===== src/rtl/gshare_bp_if.sv =====
// Predictor-facing bundle: fetch-side lookup and ROB-side commit signals.
//
// Handshake semantics: there is no backpressure on either side. A fetch
// lookup is "valid" in any cycle where in_fetcher_br=1 and is consumed on
// the same rising edge when rdy=1 and out_ready=1. A commit is "valid" when
// in_rob_bp=1 and is likewise consumed on that edge under the same
// qualification. out_ready acts as the predictor's ready: while it is low,
// both fetch shifts and commits are dropped.
interface gshare_bp_if #(
    parameter int IDX_W = 8,
    parameter int GHR_W = 8
);
    logic [IDX_W-1:0] in_fetcher_tag;
    logic             in_fetcher_br;
    logic             out_fetcher_jump;
    logic [GHR_W-1:0] out_fetcher_ghr;
    logic             out_ready;
    logic             in_rob_bp;
    logic             in_rob_jump;
    logic [IDX_W-1:0] in_rob_tag;
    logic [GHR_W-1:0] in_rob_ghr;
    logic             in_rob_mispredict;

    modport master (
        output in_fetcher_tag, in_fetcher_br,
        output in_rob_bp, in_rob_jump, in_rob_tag, in_rob_ghr, in_rob_mispredict,
        input  out_fetcher_jump, out_fetcher_ghr, out_ready
    );

    modport slave (
        input  in_fetcher_tag, in_fetcher_br,
        input  in_rob_bp, in_rob_jump, in_rob_tag, in_rob_ghr, in_rob_mispredict,
        output out_fetcher_jump, out_fetcher_ghr, out_ready
    );
endinterface


===== src/rtl/gshare_bp.sv =====
// Gshare branch predictor: a table of saturating counters indexed by
// tag XOR global history. The table is cleared to weakly-not-taken by a
// sequential INIT sweep after reset, one entry per enabled cycle.
module gshare_bp #(
    parameter int IDX_W = 8,
    parameter int CTR_W = 2,
    parameter int GHR_W = 8
) (
    input  logic        clk,
    input  logic        rst,
    input  logic        rdy,
    gshare_bp_if.slave  bp,
    output logic        o_dbg_state
);
    typedef enum logic {
        ST_INIT = 1'b0,
        ST_RUN  = 1'b1
    } state_t;

    localparam int              ENTRIES  = 1 << IDX_W;
    localparam logic [CTR_W-1:0] CTR_INIT = CTR_W'((1 << (CTR_W - 1)) - 1);
    localparam logic [CTR_W-1:0] CTR_MAX  = '1;

    state_t           r_state;
    state_t           w_state_nxt;
    logic [IDX_W-1:0] r_ptr;
    logic [GHR_W-1:0] r_ghr;
    logic [GHR_W-1:0] w_ghr_nxt;
    logic [CTR_W-1:0] r_table [ENTRIES];

    logic             w_run;
    logic             w_commit;
    logic [IDX_W-1:0] w_fetch_idx;
    logic [IDX_W-1:0] w_rob_idx;
    logic [CTR_W-1:0] w_fetch_ctr;
    logic [CTR_W-1:0] w_rob_ctr;
    logic [CTR_W-1:0] w_rob_ctr_nxt;
    logic             w_pred;

    assign w_run       = (r_state == ST_RUN) && !rst;
    assign w_commit    = w_run && rdy && bp.in_rob_bp;
    // History lives in the low bits of the index; prediction uses the live
    // GHR, training uses the snapshot that travelled with the branch.
    assign w_fetch_idx = bp.in_fetcher_tag ^ IDX_W'(r_ghr);
    assign w_rob_idx   = bp.in_rob_tag ^ IDX_W'(bp.in_rob_ghr);
    assign w_fetch_ctr = r_table[w_fetch_idx];
    assign w_rob_ctr   = r_table[w_rob_idx];
    // Read is from the pre-update array, so a same-cycle commit is not seen.
    assign w_pred      = w_run && w_fetch_ctr[CTR_W-1];

    assign bp.out_fetcher_jump = w_pred;
    assign bp.out_fetcher_ghr  = rst ? '0 : r_ghr;
    assign bp.out_ready        = w_run;
    assign o_dbg_state         = r_state;

    // Next-state: INIT ends once the last entry is written; RUN is terminal.
    always_comb begin
        w_state_nxt = r_state;
        if (r_state == ST_INIT && rdy && r_ptr == '1) begin
            w_state_nxt = ST_RUN;
        end
    end

    // State register and INIT sweep pointer.
    always_ff @(posedge clk) begin
        if (rst) begin
            r_state <= ST_INIT;
            r_ptr   <= '0;
        end else begin
            r_state <= w_state_nxt;
            if (r_state == ST_INIT && rdy) begin
                r_ptr <= r_ptr + IDX_W'(1);
            end
        end
    end

    // Saturating counter step for the committing branch.
    always_comb begin
        w_rob_ctr_nxt = w_rob_ctr;
        if (bp.in_rob_jump) begin
            if (w_rob_ctr != CTR_MAX) w_rob_ctr_nxt = w_rob_ctr + CTR_W'(1);
        end else begin
            if (w_rob_ctr != '0) w_rob_ctr_nxt = w_rob_ctr - CTR_W'(1);
        end
    end

    // History update: misprediction recovery wins over a speculative shift.
    always_comb begin
        w_ghr_nxt = r_ghr;
        if (w_run && rdy) begin
            if (bp.in_rob_bp && bp.in_rob_mispredict) begin
                w_ghr_nxt = GHR_W'({bp.in_rob_ghr, bp.in_rob_jump});
            end else if (bp.in_fetcher_br) begin
                w_ghr_nxt = GHR_W'({r_ghr, w_pred});
            end
        end
    end

    // Global history register.
    always_ff @(posedge clk) begin
        if (rst) begin
            r_ghr <= '0;
        end else begin
            r_ghr <= w_ghr_nxt;
        end
    end

    // Single table write port: INIT sweep or commit training.
    always_ff @(posedge clk) begin
        if (!rst && rdy) begin
            if (r_state == ST_INIT) begin
                r_table[r_ptr] <= CTR_INIT;
            end else if (w_commit) begin
                r_table[w_rob_idx] <= w_rob_ctr_nxt;
            end
        end
    end
endmodule


===== src/flat_wrapper.sv =====
// flat-port wrapper written by rule: the top's interface ports become plain ports
module gshare_bp_flat 
#(
    parameter int IDX_W = 8,
    parameter int CTR_W = 2,
    parameter int GHR_W = 8
)
  (clk, rst, rdy, o_dbg_state, bp_in_fetcher_tag, bp_in_fetcher_br, bp_in_rob_bp, bp_in_rob_jump, bp_in_rob_tag, bp_in_rob_ghr, bp_in_rob_mispredict, bp_out_fetcher_jump, bp_out_fetcher_ghr, bp_out_ready);
  gshare_bp_if #(.IDX_W(IDX_W), .GHR_W(GHR_W)) bp_i ();
  input  logic clk;
  input  logic rst;
  input  logic rdy;
  output logic o_dbg_state;
  input wire logic [$bits(bp_i.in_fetcher_tag)-1:0] bp_in_fetcher_tag;
  input wire logic [$bits(bp_i.in_fetcher_br)-1:0] bp_in_fetcher_br;
  input wire logic [$bits(bp_i.in_rob_bp)-1:0] bp_in_rob_bp;
  input wire logic [$bits(bp_i.in_rob_jump)-1:0] bp_in_rob_jump;
  input wire logic [$bits(bp_i.in_rob_tag)-1:0] bp_in_rob_tag;
  input wire logic [$bits(bp_i.in_rob_ghr)-1:0] bp_in_rob_ghr;
  input wire logic [$bits(bp_i.in_rob_mispredict)-1:0] bp_in_rob_mispredict;
  output wire logic [$bits(bp_i.out_fetcher_jump)-1:0] bp_out_fetcher_jump;
  output wire logic [$bits(bp_i.out_fetcher_ghr)-1:0] bp_out_fetcher_ghr;
  output wire logic [$bits(bp_i.out_ready)-1:0] bp_out_ready;
  assign bp_i.in_fetcher_tag = bp_in_fetcher_tag;
  assign bp_i.in_fetcher_br = bp_in_fetcher_br;
  assign bp_i.in_rob_bp = bp_in_rob_bp;
  assign bp_i.in_rob_jump = bp_in_rob_jump;
  assign bp_i.in_rob_tag = bp_in_rob_tag;
  assign bp_i.in_rob_ghr = bp_in_rob_ghr;
  assign bp_i.in_rob_mispredict = bp_in_rob_mispredict;
  assign bp_out_fetcher_jump = bp_i.out_fetcher_jump;
  assign bp_out_fetcher_ghr = bp_i.out_fetcher_ghr;
  assign bp_out_ready = bp_i.out_ready;
  gshare_bp #(.IDX_W(IDX_W), .CTR_W(CTR_W), .GHR_W(GHR_W)) u_core (.clk(clk), .rst(rst), .rdy(rdy), .bp(bp_i), .o_dbg_state(o_dbg_state));
endmodule

===== config.mk =====
export PLATFORM = sky130hd
export DESIGN_NAME = gshare_bp_flat
export DESIGN_NICKNAME = d
export VERILOG_FILES = /design/src/rtl/gshare_bp_if.sv /design/src/rtl/gshare_bp.sv /design/src/flat_wrapper.sv
export SDC_FILE = /design/constraint.sdc
export NUM_CORES = 1
export LEC_CHECK = 0
export BUFFER_PORTS_ARGS = -buffer_cell sky130_fd_sc_hd__buf_2
export CAP_MARGIN = 20
export CORE_ASPECT_RATIO = 0.8
export CORE_MARGIN = 4
export CORE_UTILIZATION = 35
export DETAILED_ROUTE_END_ITERATION = 16
export GPL_TIMING_DRIVEN = 0
export SYNTH_ARGS = -nofsm -noshare
export SYNTH_HDL_FRONTEND = slang
export SYNTH_SLANG_ARGS = --single-unit

===== constraint.sdc =====
create_clock -name clk -period 21.6 [get_ports clk]
set_clock_uncertainty 0.2 [all_clocks]
set_input_delay 0 -clock clk [delete_from_list [all_inputs] [get_ports clk]]
set_output_delay 0 -clock clk [all_outputs]
set_load 0.005 [all_outputs]

; ---- After elaboration in Yosys (flattened, before gate mapping)
; Memories as Yosys holds them, arrays and structs flattened.
; Index checks and enable logic that the tools add are counted.
[word_totals]
ff_bits = 17
mem_bits_rw = 512
input_bits = 31
output_inout_bits = 11
wordCells = 41
mem_count = 1
[op_classes]
add_sub_neg = 3
n_eq_ne = 2
mux = 16
bitwise = 3
n_reduce_logical = 13
[memory_table]
columns = memory, depth, word_bits, read_ports, rd_clocked_by_memory_dff, write_ports, line_no
row1 = u_core.r_table, 256, 2, 2, 0, 1, gshare_bp.sv:29  ; logic [CTR_W-1:0] r_table [ENTRIES];
[ops]
columns = cell, n
row1 = two-way mux 8 bit, 4
row2 = bitwise XOR 8 bit, 2
row3 = adder 8 x 1 -> 8 bit (second input constant), 1
row4 = equality test 8 bit (second input constant), 1
row5 = logical AND 1 bit, 8
row6 = two-way mux 1 bit, 8
row7 = two-way mux 2 bit, 4
row8 = nonzero test 2 bit, 2
row9 = adder 2 x 1 -> 2 bit (second input constant), 1
row10 = != test 2 bit (second input constant), 1
row11 = AND reduction 2 bit, 1
row12 = OR reduction 2 bit, 1
row13 = subtractor 2 x 1 -> 2 bit (second input constant), 1
row14 = logical NOT 1 bit, 1
row15 = NOT 1 bit, 1

; ---- Longest topological paths before layout
; Gate-level depths: netlist of run 1.
[logic_depth]
ltp_word = 10
depth_mapped = 12

; ---- Worst setup path after synthesis of run 1
; Ideal clock, no wire load.
[synth_path]
kind = input port to flip-flop
from = input bp_in_rob_ghr[0]
to = memory u_core.r_table[0][0] (data pin)
arrival_ns = 12.354
required_time_ns = 19.156
setup_slack_ns = 6.802
path_stages = 10
path_cell_list = xor2_4 -> buf_8 -> buf_4 -> mux4_2 -> nand2_1 -> a21oi_1 -> o311ai_0 -> and3_1 -> nor3_1 -> a211oi_1
[synth_between]
elab_chain_cells = 6
[synth_rtl]
columns = element, line_no
row1 = "start, declared", flat_wrapper.sv:19  ; input wire logic [$bits(bp_i.in_rob_ghr)-1:0] bp_in_rob_ghr;
row2 = bitwise XOR 8 bit (*), gshare_bp.sv:45  ; assign w_rob_idx = bp.in_rob_tag ^ IDX_W'(bp.in_rob_ghr);
row3 = memory read (256 x 2 bit) (*), -
row4 = subtractor 2 x 1 -> 2 bit (tied with other cells), gshare_bp.sv:83  ; if (w_rob_ctr != '0) w_rob_ctr_nxt = w_rob_ctr - CTR_W'(1);
row5 = two-way mux 2 bit (on tied branches), "gshare_bp.sv:83, gshare_bp.sv:81"
row6 = two-way mux 2 bit (*), gshare_bp.sv:80  ; if (bp.in_rob_jump) begin
row7 = two-way mux 2 bit (no line) (*), -
row8 = "end, declared", gshare_bp.sv:29
; Every way passes the cells marked *; elsewhere a longest branch is shown, timed or not.

; ---- Worst setup path in the final report of run 1
[layout_path]
from = input bp_in_rob_ghr[1]
to = memory u_core.r_table[117][1] (data pin)
; Same word-level chain as after synthesis.

==> results of run 1 <==
## synthesized netlist by cell type, types with 2 or more instances
cell type and number:
buf_6 3, o31ai_1 2, inv_1 14, edfxtp_1 512, o211ai_1 7, buf_12 3, mux2i_1 45, xor2_4 2
nand3_1 28, mux2_2 3, mux4_1 26, a221o_1 3, a31oi_1 20, nand4_1 13, a21oi_1 31, mux4_2 157
nor2b_1 16, nor2_1 302, xnor2_1 15, a22o_1 2, nand2b_1 8, nand2_1 123, and3_1 6, o21ai_0 8
and2_1 3, clkbuf_1 56, buf_4 12, xor2_1 14, a22oi_1 30, or3_1 2, or2_2 10, a211oi_1 6
dfxtp_1 17, a2111oi_0 4, a41oi_1 2, o22ai_1 2, nor3_1 8, buf_1 5, buf_2 16, a32o_1 2
nor3b_1 5, a32oi_1 5
## state kept, by name, summed over array words and instances (netlist names)
| register | cells |
|---|---|
| u_core.r_table | 512 |
| u_core.r_ghr | 8 |
| u_core.r_ptr | 8 |
| u_core.o_dbg_state | 1 |
## routing by layer
| metal | part of all wire (%) | up-vias |
|---|---|---|
| li1 | - | 6498 |
| met1 | 39 | 8577 |
| met2 | 40 | 1446 |
| met3 | 17 | 212 |
| met4 | 3.9 | 0 |
| met5 | 0 | - |
## final cells by class
class	instances	area, um2
clock buffers	68	1433
diodes	1	2.502
clock inverters	20	148.9
flip-flops and latches	529	15720
repair buffers	107	1022
inverters	14	52.55
plain buffers	97	516.7
well taps	924	1156
fillers	6336	40830
multi-input cells	927	8207
## final timing paths
path | startpoint | to | cells after the start
hold reg to reg | u_core.o_dbg_state$_SDFFE_PP0P_ | u_core.o_dbg_state$_SDFFE_PP0P_ | 2
setup / recovery | bp_in_rob_ghr[1] | u_core.r_table[117][1]$_DFFE_PP_ | 17
hold / removal | bp_in_fetcher_br | u_core.r_ghr[3]$_SDFFE_PP0P_ | 5
setup reg to reg | u_core.r_ghr[1]$_SDFFE_PP0P_ | u_core.r_ghr[0]$_SDFFE_PP0P_ | 13
## worst register-to-register path: stages, from the launching register on
cell           delay, ps
dfxtp_1              440
xor2_2               600
buf_4                380
buf_4                330
buf_4                370
buf_4                350
mux4_2               350
mux2i_1              280
o211ai_1             120
a211oi_1             260
a41oi_1              200
nand4_1              310
a21oi_2               70
dlygate4sd3_1        540
## cell usage in the layout (no fill, tap or decap), types with 6 or more instances in the layout
| cell type | count |
|---|---|
| nand2b_1 | 8 |
| nor2_1 | 302 |
| or2_2 | 10 |
| inv_1 | 14 |
| o211ai_1 | 7 |
| xnor2_1 | 13 |
| o21ai_0 | 8 |
| nor3_1 | 8 |
| dfxtp_1 | 17 |
| buf_2 | 57 |
| nand4_1 | 13 |
| clkinv_1 | 6 |
| buf_4 | 29 |
| mux2i_1 | 45 |
| mux4_1 | 26 |
| dlygate4sd3_1 | 15 |
| clkbuf_1 | 65 |
| buf_6 | 12 |
| a31oi_1 | 20 |
| clkinv_2 | 10 |
| nand2_1 | 123 |
| buf_8 | 21 |
| nand3_1 | 28 |
| mux4_2 | 157 |
| a21oi_1 | 31 |
| edfxtp_1 | 512 |
| nor2b_1 | 16 |
| xor2_1 | 14 |
| and3_1 | 6 |
| a22oi_1 | 30 |
| clkbuf_16 | 53 |
## power groups by stage
stage	registers (mW)	clock network, mW	logic [mW]
2_1_floorplan	1.13	0	0.0980
4_1_cts	1.11	0.884	0.184
3_5_place_dp	1.13	0	0.183
3_3_place_gp	1.13	0	0.179
6_report	1.11	0.880	0.192
5_1_grt	1.11	0.928	0.194
## cells by family after synthesis
logic type	after synthesis	synth area share (%)
adder cells (fa/ha/maj)	1	0.05114
buffers and inverters	111	2.322
XOR/XNOR	32	1.330
flip-flops	529	64.24
AO/OA/AOI/OAI	133	3.739
AND/OR/NAND/NOR	530	9.089
multiplexers	231	19.23
## per-stage QoR
stage                     hold slack, ps  util [%]  instances  setup TNS, ps  cell area, um2
after floorplan                   -2.474         -       1567              0           24460
after global placement             216.7     37.37       2531       -1212640           25820
after detailed placement           228.9     38.36       2581              0           26500
after CTS                          27.61     40.86       2684              0           28230
after global routing               92.11     40.90       2686              0           28250
final                              86.97     40.90       2687              0           28250
## repair_timing
item / in CTS / in global routing
setup endpoints to repair: 0 / 0
setup buffers: 0 / 0
hold endpoints to repair: 17 / 0
hold buffers: 15 / 0
==> summary.md, run 1 <==
| Metric | Value |
|---|---|
| Pre-antenna DRT Iters | `6` |
| VDD IR max | `about 0.060 mV` |
| Clock share of power | `about two fifths` |
| Delay-heaviest family, CP | `buffers and inverters` |
| Area share of the largest cell type after synthesis | `62.85%` |
| Post-DR vias/cell | `approximately 6.2` |
| Die H | `approximately 240 um` |
| Cell mode on critical path | `buf_6` |
| Post-synth EDFFs | `around 510` |
| Type of the worst min-delay path | `in -> reg` |
| Largest net degree at the start of global routing | `29` |
| Final period util | `25.72%` |
| Die area | `74210 um2` |
| Gate Count Post-Synth | `~1600` |
| IO Count | `42` |
| Gr ovfl total | `0` |
| Top_reg_cell synth | `edfxtp_1` |
| Final setup violation count | `0` |
| Worst-path cell chain | `dlygate4sd3_1 > buf_2 > xor2_1 > buf_2 > buf_1 > mux4_2 > a22oi_1 > a21oi_1 > nor3_1 > a22oi_1 > nand2_1 > o211ai_1 > buf_6 > buf_6 > buf_6 > buf_4 > buf_6` |
| GP Congestion | `about 0.96` |
| Worst skew pair latency | `slightly above 600 ps` |
| Syn_area_per_cell | `~16 um2` |
| Worst Setup End Kind | `flip-flop` |
| Synth Cell Area | `24460 um2` |
| DR WL/cell | `roughly 33 um` |
| Clock Tree Root | `clkbuf_16` |
| CP startpoint kind | `input pin` |
| Port Buffers | `40` |
| Crit path DAT | `roughly 5800 ps` |
| GRT busiest layer | `met1` |
| Area Growth Syn to Fin | `15.50%` |
| Core area | `between 60000 and 70000 um2` |
| Total CTS buffers | `51` |
| F_max | `0.1800 GHz` |
| Met2 Use GR | `a little under a third` |
| Proportion of layout cells with a drive suffix above 1 | `a little over a fifth` |
| Min Tclk post-route | `approximately 5600 ps` |
| GRT Total Usage | `a little under a quarter` |
| Syn nets | `~1600` |
| Initial core utilization | `35.41%` |
| Unrepaired setup endpoints after global routing | `false` |
| Fin. Hold Viols | `0` |
| GR Layer Usage met1 | `34.23%` |
| Synth unique cells | `61` |
| First-pass GRT wire length | `121.9 mm` |
| GR Util met3 | `9.799%` |
| Cell row count | `86` |
| Remaining antenna violation count | `0` |
| Slew headroom | `10.78%` |
| Initial antenna violation count | `0` |
| Ys Warns | `0` |
| Combinational share of power | `between 8 and 9%` |
| Final wirelength | `approximately 89 mm` |
| Maxcap violations | `0` |
| WP data required | `around 22000 ps` |
| Setup CP Type | `in -> reg` |
| Internal power | `1.651 mW` |
| Clock-pin slew of the registers on the worst-case setup and hold paths | `60 ps` |
| Final Max Slew Viols | `0` |
| Leading post-synthesis cells by cell area | `edfxtp_1 (63%), mux4_2 (14%), nor2_1 (4.6%)` |
| PwrDens | `roughly 77 nW/um2` |
| Fin nets | `roughly 1800` |
| Clock sink count | `529` |
| DRC | `0` |
| Share of power burned in registers | `about half` |
| Vias | `16730` |
| DP Worst Slack | `approximately 16000 ps` |
| CTS tree | `done` |
| Placed wire-length estimate | `roughly 65 mm` |
| Leak | `slightly above 9 nW` |
| Final Worst Setup Slack | `16040 ps` |
| H-tree depth | `2` |
| Crit-path slowest cell | `buf_1` |
| Sw power | `0.5307 mW` |
| R2R setup slack | `16680 ps` |
| Seq/Total Area, Yosys | `64.24%` |
| Top cell type by total area after synthesis | `edfxtp_1` |
| 1st-iter DRT viols | `3155` |
| Post-CTS resize count | `0` |
| Buffers & Inverters on Critical Path | `9` |
| Horiz. Die Dim | `303.6 um` |
| Crit-path max FO | `14` |
| Worst Max-Slew Pin Slew | `roughly 1300 ps` |
| Status | `finished clean` |
| Switching share of power | `between 20% and 30%` |
| Vias in the first global route | `16090` |
| CTS Buffer Depth | `3` |
| Yosys reg bits | `529` |
| Total chip power | `approximately 2.2 mW` |
| Ys async rst share | `0%` |
| Worst path max stage delay | `890 ps` |
(Power assumes the default switching activity.)
==> run 2, diff against run 1 <==
- clock period: 21.6 -> 5.1 ns (I/O delays scaled with it)
==> summary.md, run 2 (synthesis gave the netlist of run 1 again) <==
| Metric | Value |
|---|---|
| Status | `finished with violations` |
| Violated checks | `setup timing` |
| Crit path DAT | `between 5000 and 6000 ps` |
| Switching share of power | `24.13%` |
| First-pass GRT wire length | `roughly 120 mm` |
| Worst Max-Slew Pin Slew | `1286 ps` |
| Unrepaired setup endpoints after global routing | `false` |
| Max reg flops | `512` |
| Total setup buffers inserted after CTS | `0` |
| DP Worst Slack | `-421.9 ps` |
| Horiz. Die Dim | `~300 um` |
| Reg2reg end | `u_core.r_ghr[0]$_SDFFE_PP0P_` |
| Clock Tree Root | `clkbuf_16` |
| CP startpoint kind | `input pin` |
| GP Congestion | `just under 1` |
| Commonest non-fill, non-tap cell in the layout | `edfxtp_1` |
| Post-DR vias/cell | `approximately 6.1` |
| Crit-path slowest cell | `a2111oi_0` |
| R2r startpoint | `u_core.r_ghr[1]$_SDFFE_PP0P_` |
| Final period util | `102.7%` |
| CP endpoint | `u_core.r_table[64][0]$_DFFE_PP_` |
| Worst path max stage delay | `910 ps` |
| Worst-path cell chain | `buf_2 > xor2_1 > buf_2 > buf_2 > mux4_2 > a22oi_1 > a21oi_1 > a2111oi_0 > a22oi_1 > a211oi_1 > a211oi_4 > buf_8 > buf_8 > buf_16 > buf_16 > buf_16` |
| Leak | `9.087 nW` |
| Finished Layout Cells | `about 2700` |
| IO Count | `42` |
| Metal3 WL | `15.28 mm` |
| Initial antenna violation count | `2` |
| Port Buffers | `40` |
| Top Layer Used | `met5` |
| Proportion of layout cells with a drive suffix above 1 | `between 20% and 30%` |
| Crit-path max FO | `25` |
| Clock share of power | `42.0%` |
| Hold_ws | `between 60 and 70 ps` |
| DR WL/cell | `32.02 um` |
| Placed wire-length estimate | `around 60 mm` |
| DP Area | `~26000 um2` |
| Commonest non-fill, non-tap cells in the layout | `edfxtp_1 (512), nor2_1 (302), mux4_2 (157), nand2_1 (123), clkbuf_1 (62)` |
| VDD IR max | `approximately 0.25 mV` |
| WP data required | `around 5300 ps` |
| Largest reg by FF count | `u_core.r_table` |
| Register area | `between 15000 and 20000 um2` |
| Fin nets | `around 1800` |
| 1st-iter DRT viols | `2748` |
| Design Area, Final | `between 20000 and 30000 um2` |
| GRT Total Usage | `between 20% and 30%` |
| Gr ovfl total | `0` |
| Initial core utilization | `a little over a third` |
| Die area | `~74000 um2` |
| Pre-antenna DRT Iters | `8` |
| Largest net degree at the start of global routing | `30` |
| CTS tree | `done` |
| CTS Buffer Depth | `3` |
| Crit path launch | `bp_in_rob_ghr[1]` |
| Worst-case reg-to-reg path depth | `13` |
| Met2 wire length | `35.04 mm` |
| Layout fillers | `6308` |
| PwrDens | `around 340 nW/um2` |
| Share of power burned in registers | `about 49%` |
| Internal power | `approximately 7.2 mW` |
| Area Growth Syn to Fin | `15.95%` |
| Area of the multi-input gates | `about 8000 um2` |
| Final Worst Setup Slack | `-137.2 ps` |
| Remaining antenna violation count | `0` |
| Cell row count | `86` |
| F_max | `between 0.15 and 0.2 GHz` |
| H-tree depth | `2` |
| Delay-heaviest family, CP | `compound AO/OA/AOI/OAI gates` |
| R2R setup slack | `between 150 and 200 ps` |
| Worst skew pair latency | `620 ps` |
| Core area | `69080 um2` |
| Clock sink count | `approximately 530` |
| Clock-pin slew of the registers on the worst-case setup and hold paths | `approximately 60 ps` |
| Final Max Slew Viols | `0` |
| Total CTS buffers | `52` |
| WL met1 | `approximately 32 mm` |
| Final core occ | `between 40% and 50%` |
| Cell Count Post-Placement | `around 2600` |
| Setup CP Type | `in -> reg` |
| Final setup violation count | `23` |
| Type of the worst min-delay path | `in -> reg` |
| Total chip power | `9.518 mW` |
| Final wirelength | `86.21 mm` |
| DRC | `0` |
| Vias | `between 15000 and 20000` |
| Min Tclk post-route | `between 5000 and 6000 ps` |
| Sw power | `~2.3 mW` |
| Top flop regs | `u_core.r_table (512), u_core.r_ghr (8), u_core.r_ptr (8)` |
| Vias in the first global route | `approximately 16000` |
| Slew headroom | `14.25%` |
| Setup tns final | `-2974 ps` |
| Die H | `244.5 um` |
| Combinational share of power | `under 10%` |
| Crit path depth | `16` |
| Buffers & Inverters on Critical Path | `8` |
| Worst Setup End Kind | `flip-flop` |
| Fin. Hold Viols | `0` |
| Maxcap violations | `0` |
## run 2: layer usage
layer	vias to the layer above	GRT usage, %
met5	-	0
met4	2	8.543
met3	226	11.21
met2	1434	31.57
met1	8393	31.40
li1	6498	-
## run 2: tightest hold or removal path, cell delays in order
cell and delay [ps]:
buf_2 90, nand2_1 380, mux2i_1 230, a21oi_1 130
## run 2: cell type report
type,count,area share (%)
clock inverter,34,1.270
clock buffer,61,4.857
tap,924,4.076
antenna,1,0.008822
buffer,97,1.826
timing repair buffer,105,3.405
sequential,529,55.40
multi-input combinational,927,28.97
inverter,14,0.1853
## run 2: worst min-delay path by stage
stage,depth (start not counted),startpoint,to,slack [ps]
6_report,4,bp_in_rob_mispredict,u_core.r_ghr[3]$_SDFFE_PP0P_,70
5_1_grt,4,bp_in_rob_mispredict,u_core.r_ghr[6]$_SDFFE_PP0P_,70
4_1_cts,4,bp_in_rob_jump,u_core.r_table[11][1]$_DFFE_PP_,10
3_5_place_dp,4,bp_in_fetcher_tag[7],u_core.r_ghr[0]$_SDFFE_PP0P_,200
3_3_place_gp,4,bp_in_fetcher_tag[7],u_core.r_ghr[0]$_SDFFE_PP0P_,200
2_1_floorplan,2,bp_in_rob_ghr[0],u_core.r_ghr[1]$_SDFFE_PP0P_,-2
## run 2: power groups by stage
stage                     registers, mW  logic, mW  clock network [mW]
after floorplan                    4.79      0.415                   0
after global placement             4.79      0.759                   0
after detailed placement           4.79      0.777                   0
after CTS                          4.70      0.783                4.01
after global routing               4.69      0.832                4.19
final                              4.70      0.825                4.00
## run 2: what timing repair did
action	in CTS	in global routing
endpoints found under the hold margin	17	0
hold buffers	15	0
endpoints found under the setup margin	0	1
gates resized for setup	0	1
